--- src/rtl/wb_test_master.sv ---
// rtl/wb_test_master.sv - single-outstanding Wishbone classic initiator with cycle timeout
//
// Turns one valid/ready command into one Wishbone classic cycle. The cycle is
// abandoned when stb has been held TIMEOUT cycles without ack. The read data,
// or an error for a timeout, is returned on a valid/ready response port.
//
// Ports:
//   wb_clk_i, wb_rst_i          clock, synchronous active-high reset
//   cmd_valid/cmd_ready         command handshake
//   cmd_we/adr/dat/sel          command payload (write flag, byte address, data, selects)
//   rsp_valid/rsp_ready         response handshake
//   rsp_dat, rsp_err            read data (0 for writes and errors), timeout flag
//   wbm_*                       Wishbone classic master signals
//   txn_count                   completed transactions, wraps
//   err_count                   timeouts, saturates at 255
module wb_test_master #(
    parameter int TIMEOUT = 255,
    parameter int TW      = 8
) (
    input  logic        wb_clk_i,
    input  logic        wb_rst_i,
    input  logic        cmd_valid,
    output logic        cmd_ready,
    input  logic        cmd_we,
    input  logic [31:0] cmd_adr,
    input  logic [31:0] cmd_dat,
    input  logic [3:0]  cmd_sel,
    output logic        rsp_valid,
    input  logic        rsp_ready,
    output logic [31:0] rsp_dat,
    output logic        rsp_err,
    output logic        wbm_cyc_o,
    output logic        wbm_stb_o,
    output logic        wbm_we_o,
    output logic [3:0]  wbm_sel_o,
    output logic [31:0] wbm_adr_o,
    output logic [31:0] wbm_dat_o,
    input  logic [31:0] wbm_dat_i,
    input  logic        wbm_ack_i,
    output logic [15:0] txn_count,
    output logic [7:0]  err_count
);

    typedef enum logic [1:0] {
        IDLE = 2'd0,
        BUS  = 2'd1,
        RESP = 2'd2
    } state_t;

    // Timer value seen at the edge where stb has been high for TIMEOUT cycles.
    localparam logic [TW-1:0] TIMER_LAST = TW'(TIMEOUT - 1);

    state_t        state, state_n;
    logic [TW-1:0] timer, timer_n;

    logic          cmd_ready_n;
    logic          rsp_valid_n;
    logic [31:0]   rsp_dat_n;
    logic          rsp_err_n;
    logic          cyc_n;
    logic          stb_n;
    logic          we_n;
    logic [3:0]    sel_n;
    logic [31:0]   adr_n;
    logic [31:0]   dat_n;
    logic [15:0]   txn_count_n;
    logic [7:0]    err_count_n;

    always_ff @(posedge wb_clk_i) begin
        if (wb_rst_i) begin
            state     <= IDLE;
            timer     <= '0;
            cmd_ready <= 1'b1;
            rsp_valid <= 1'b0;
            rsp_dat   <= '0;
            rsp_err   <= 1'b0;
            wbm_cyc_o <= 1'b0;
            wbm_stb_o <= 1'b0;
            wbm_we_o  <= 1'b0;
            wbm_sel_o <= '0;
            wbm_adr_o <= '0;
            wbm_dat_o <= '0;
            txn_count <= '0;
            err_count <= '0;
        end else begin
            state     <= state_n;
            timer     <= timer_n;
            cmd_ready <= cmd_ready_n;
            rsp_valid <= rsp_valid_n;
            rsp_dat   <= rsp_dat_n;
            rsp_err   <= rsp_err_n;
            wbm_cyc_o <= cyc_n;
            wbm_stb_o <= stb_n;
            wbm_we_o  <= we_n;
            wbm_sel_o <= sel_n;
            wbm_adr_o <= adr_n;
            wbm_dat_o <= dat_n;
            txn_count <= txn_count_n;
            err_count <= err_count_n;
        end
    end

    // Next-state and next-output logic; every output is registered above so
    // nothing here reaches a port combinationally.
    always_comb begin
        state_n     = state;
        timer_n     = timer;
        cmd_ready_n = cmd_ready;
        rsp_valid_n = rsp_valid;
        rsp_dat_n   = rsp_dat;
        rsp_err_n   = rsp_err;
        cyc_n       = wbm_cyc_o;
        stb_n       = wbm_stb_o;
        we_n        = wbm_we_o;
        sel_n       = wbm_sel_o;
        adr_n       = wbm_adr_o;
        dat_n       = wbm_dat_o;
        txn_count_n = txn_count;
        err_count_n = err_count;

        unique case (state)
            IDLE: begin
                if (cmd_valid) begin
                    we_n        = cmd_we;
                    adr_n       = cmd_adr;
                    dat_n       = cmd_dat;
                    sel_n       = cmd_sel;
                    cyc_n       = 1'b1;
                    stb_n       = 1'b1;
                    timer_n     = '0;
                    cmd_ready_n = 1'b0;
                    state_n     = BUS;
                end
            end
            BUS: begin
                // Ack is checked first so an ack on the last allowed cycle
                // completes normally instead of counting as a timeout.
                if (wbm_ack_i) begin
                    cyc_n       = 1'b0;
                    stb_n       = 1'b0;
                    rsp_dat_n   = wbm_we_o ? 32'd0 : wbm_dat_i;
                    rsp_err_n   = 1'b0;
                    rsp_valid_n = 1'b1;
                    txn_count_n = txn_count + 16'd1;
                    state_n     = RESP;
                end else if (timer == TIMER_LAST) begin
                    cyc_n       = 1'b0;
                    stb_n       = 1'b0;
                    rsp_dat_n   = 32'd0;
                    rsp_err_n   = 1'b1;
                    rsp_valid_n = 1'b1;
                    txn_count_n = txn_count + 16'd1;
                    if (err_count != 8'hFF) begin
                        err_count_n = err_count + 8'd1;
                    end
                    state_n     = RESP;
                end else begin
                    timer_n = timer + 1'b1;
                end
            end
            RESP: begin
                if (rsp_ready) begin
                    rsp_valid_n = 1'b0;
                    cmd_ready_n = 1'b1;
                    state_n     = IDLE;
                end
            end
            default: begin
                state_n = IDLE;
            end
        endcase
    end

endmodule

--- config.mk ---
export PLATFORM = sky130hd
export DESIGN_NAME = wb_test_master
export DESIGN_NICKNAME = d
export VERILOG_FILES = /design/src/rtl/wb_test_master.sv
export SDC_FILE = /design/constraint.sdc
export NUM_CORES = 1
export LEC_CHECK = 0
export ABC_CLOCK_PERIOD_IN_PS = 1600
export CAP_MARGIN = 20
export CORE_MARGIN = 8
export CORE_UTILIZATION = 30
export DETAILED_ROUTE_END_ITERATION = 8
export PLACE_DENSITY = 0.67
export REMOVE_ABC_BUFFERS = 1
export SYNTH_ARGS = -nofsm -noshare
export SYNTH_HDL_FRONTEND = slang
export SYNTH_SLANG_ARGS = --single-unit
--- constraint.sdc ---
create_clock -name wb_clk_i -period 1.6 [get_ports wb_clk_i]
set_input_delay 0.32 -clock wb_clk_i [delete_from_list [all_inputs] [get_ports wb_clk_i]]
set_output_delay 0.32 -clock wb_clk_i [all_outputs]
set_load 0.02 [all_outputs]
---- Word level (Yosys, flattened, before mapping) ----
Index checks and enable logic that the tools add are counted.
storage, ports and cells
  bits in registers ....................... 139
  logic and storage cells ................. 65
operators by class
  $add $sub $neg .......................... 3
  equal/unequal tests ..................... 9
  mux-type cells .......................... 26
  bitwise operators ....................... 1
  reduce and logical (&&, ||, !) cells .... 13
operators with widths
  operator                                       number
  2-to-1 mux 32 bit                              3
  2-to-1 mux 16 bit                              2
  2-to-1 mux 8 bit                               3
  adder 16 x 1 -> 16 bit, second input constant  1
  adder 8 x 1 -> 8 bit, second input constant    2
  case mux 8 bit (2 select lines)                1
  AND reduction 3 bit                            4
  2-to-1 mux 1 bit                               9
  == test 8 bit, second input constant           1
  2-to-1 mux 2 bit                               4
  inequality test 2 bit, second input constant   4
  inequality test 8 bit, second input constant   1
  AND reduction 4 bit                            2
  nonzero test 2 bit                             4
  case mux 1 bit (2 select lines)                3
  case mux 2 bit (3 select lines)                1
  AND reduction 2 bit                            2
  inequality test 3 bit, second input constant   1
  == test 2 x 1 -> 1 bit, second input constant  1
  == test 2 bit, second input constant           1
  logical NOT 2 bit                              1
  inverter 1 bit                                 1

---- Depth between registers and ports, before layout ----
  word-level depth ........................ 4
  mapped depth ............................ 8
  gate-level depth less buffers ........... 6

---- Least setup slack after synthesis ----
Ideal clock, no wire load.
  path kind ............................... reg-to-reg
  start point ............................. reg timer[0]
  end point ............................... reg txn_count[1]
  arrival time ............................ 1,638 ps
  required time ........................... 1,530 ps
  setup slack ............................. -108 ps
  cell stages (with the launch flop) ...... 9
  cell sequence ........................... dfxtp_1 -> inv_1 -> ha_1 -> and3_1 -> a21oi_4 -> buf_2 -> buf_2 -> o21ai_0 -> a21oi_1
on the way
  word-level cells in the longest chain between the ends .. 3
ends and longest elaborated chain
  element                               line  RTL
  start: declaration                    54    logic [TW-1:0] timer, timer_n;
  start signal: assignment              87    timer <= timer_n;
  == test 8 bit                         146   end else if (timer == TIMER_LAST) begin
  nonzero test 2 bit (no source line)   -
  AND reduction 2 bit (no source line)  -
  end signal: assignment                98    txn_count <= txn_count_n;
  end: declaration                      40    output logic [15:0] txn_count,
Every way passes these cells.
A chain may end at the register's enable or synchronous reset.

---- Worst setup path in the final report ----
  start point ............................. reg timer[0]
  end point ............................... reg txn_count[4]
Same word-level chain as after synthesis.

==> run metrics <==
Post-layout nets=roughly 1000; period utilization=110%; largest net degree at the start of global routing=58; Worst-Margin Slew=~340 ps; final wirelength=18.5 mm; placed cell area=about 8300 µm²; Skew-Pair Late Insertion Delay=approximately 420 ps; skew final=about 6 ps; Ys Warns=0; area leader, netlist=dfxtp_1; die height=approximately 150 µm; Post-Synthesis Cells=around 660; clock buffer depth=2; Starting Density=30.2%; row cnt=about 50; hold slack=208 ps; Endpoint, Worst Hold=txn_count[3]$_SDFFE_PP0P_; antenna viol nets, final=0; first-pass GRT wire length=between 20 and 30 mm; r2r setup slk=-170 ps; CP Class=reg2reg; Worst EP arrival=between 2000 and 2500 ps; routability cong.=about 0.75; most common cell after layout, fill and taps aside=nand2_1; ANT cells=0; die footprint=around 22000 µm²; hold crit path type=in2reg; Synth Area per Inst=between 8 and 9 µm²; vias in the first global route=between 5000 and 6000; status=finished, violations left; GRT overflow=0; Synth Cell Area=roughly 5300 µm²; Fillers=~1700; Area contributors post-synth=dfxtp_1 52%, nand2_1 13%, a21oi_1 12%; hold path depth=2; Finish-stage setup viols=37; via count=between 5000 and 6000; DRC errors left=0; RSZ-0062 raised after global routing=yes; Core Area=around 18000 µm²; WL/cell=~16 µm; max-cap violation count=0; I/O Buffers=approximately 240; most frequent cells in the layout=181 x nand2_1, 137 x dfxtp_1, 122 x dlygate4sd2_1, 116 x a21oi_1, 104 x clkdlybuf4s50_1; hpwl dp=12.5 mm; reg2reg start=timer[0]$_SDFFE_PP0P_; r2r worst-path depth=8; post-route setup slack=-166 ps; Seq/Total Area, Yosys=52.0%; Critical Path RT=a little under 2000 ps; Final Max Tran Viols=0; Syn-to-layout area delta=72.8%; Fmax achieved=566 MHz; Slew HR=77.2%; Clock Sinks=about 140; vias per cell=around 4.8; failing checks=setup timing; CP startpoint kind=flip-flop; post-route cell area=just over 9000 µm²; total CTS buffers=17; htree depth=4; critical hold path startpoint=wb_rst_i; Iter 0 DRT Violations=203; GRT Util Overall=between 10% and 20%; clk slew on worst S/H paths=around 60 ps; initial antenna violation count=0; TNS Setup=-2290 ps; Initial DRT Pass Iterations=4; PwrDens=982 nW/µm²; ratio of cells with drive above 1 in the final layout=18.8%; Synth top area share=between 50 and 60%; synth unique cells=43; Max FO, Critical Path=7; Setup crit end kind=flip-flop; Seq cells post-synth=roughly 140; final hold violation count=0; minimum clock period=1770 ps; die span in x=about 150 µm; leakage power=about 3.9 nW; CTS tree=built; Clock Root Buffer=clkbuf_16; IO Count=approximately 240; Max VDD drop=between 0.7 and 0.8 mV; worst reg2reg endpoint=txn_count[4]$_SDFFE_PP0P_; CTS Hold Bufs=0
==> cells by family (layout without fill, tap and decap cells) <==
group | after synthesis | count (layout) | synth area share (%)
simple gates | 257 | 257 | 21.6
compound gates | 197 | 197 | 19.7
flops | 139 | 139 | 52.0
buf+inv | 53 | 340 | 4.19
fa+ha+maj | 4 | 4 | 0.936
xor+xnor | 4 | 4 | 0.655
mux | 4 | 4 | 0.819
==> state kept, by name, summed over array words and instances, names as in the netlist <==
register / flops
wbm_we_o: 1
state: 2
err_count: 8
timer: 8
txn_count: 16
rsp_dat: 32
wbm_stb_o: 1
rsp_err: 1
wbm_adr_o: 32
wbm_sel_o: 4
wbm_dat_o: 32
cmd_ready: 1
rsp_valid: 1
==> worst max-delay path: stages (launching register included) <==
cell and delay [ps]:
dfxtp_2 320, inv_2 60, ha_4 130, and3_4 200, a21oi_4 100, buf_12 150
buf_16 130, or4_4 510, a21oi_2 120
==> metal layers <==
metal  up-vias  track usage, %  wire [µm]
li1       2811               -          -
met1      2612            18.2       7410
met2       193            25.3       8640
met3        19            8.92       2210
met4         0            5.50        279
met5         -               0          0
==> per-stage QoR <==
| step | setup slack [ps] | cells | total power (W) | utilization (%) |
|---|---|---|---|---|
| after floorplan | -1470 | 610 | 0.00426 | - |
| after global placement | -307 | 1125 | 0.00510 | 46.6 |
| after detailed placement | -348 | 1125 | 0.00511 | 46.6 |
| after CTS | -195 | 1171 | 0.00920 | 51.4 |
| after global routing | -223 | 1174 | 0.00948 | 52.2 |
| final | -166 | 1174 | 0.00908 | 52.2 |
==> timing repair <==
action | in CTS | in global routing
resized for setup | 189 | 84
pin swaps | 45 | 46
setup buffers | 9 | 11
endpoints found under the setup margin | 187 | 65
hold endpoints to repair | 0 | 0
gates cloned | 6 | 0
==> where the power goes <==
group / total, W / switching (W) / internal, W / leakage [nW]
registers: 0.00370 / 0.0000814 / 0.00362 / 1.13
clock network: 0.00403 / 0.00151 / 0.00252 / 0.288
logic: 0.00135 / 0.000719 / 0.000633 / 2.46
total: 0.00908 / 0.00231 / 0.00677 / 3.88
==> cells in the mapped netlist, drive strengths merged <==
cell type,number
xor2,4
buf,10
inv,5
nor2,8
o2111ai,2
nor3b,3
nor2b,2
dfxtp,139
mux2,3
nand4,6
ha,4
a21oi,132
nand3b,1
or2,1
and3b,1
or3b,1
a211oi,2
nor3,5
or4,12
nand3,16
mux2i,1
o21ai,44
o31ai,11
a21boi,1
and2,2
clkbuf,38
and4,3
o211ai,1
a31oi,2
a21o,1
or3,8
o21bai,1
and3,5
nand2,181
nand2b,2
==> area by class of cell <==
class / count / area [µm²] / share of cell area, %
multi-input cells: 466 / 2630 / 28.4
repair buffers: 304 / 2930 / 31.7
clock inverters: 11 / 145 / 1.57
well taps: 229 / 287 / 3.10
flip-flops and latches: 139 / 2790 / 30.1
inverters: 5 / 18.8 / 0.203
clock buffers: 20 / 457 / 4.94
==> worst max-delay path by stage <==
stage / slack, ps / startpoint / end
after floorplan: -1470 / state[0]$_SDFFE_PP0P_ / wbm_stb_o$_SDFFE_PP0P_
after global placement: -310 / wbm_ack_i / rsp_dat[31]$_SDFFE_PP0P_
after detailed placement: -350 / wbm_ack_i / rsp_dat[14]$_SDFFE_PP0P_
after CTS: -200 / timer[0]$_SDFFE_PP0P_ / txn_count[11]$_SDFFE_PP0P_
after global routing: -220 / timer[0]$_SDFFE_PP0P_ / txn_count[13]$_SDFFE_PP0P_
final: -170 / timer[0]$_SDFFE_PP0P_ / txn_count[4]$_SDFFE_PP0P_
Power figures use the tool's default switching activity.
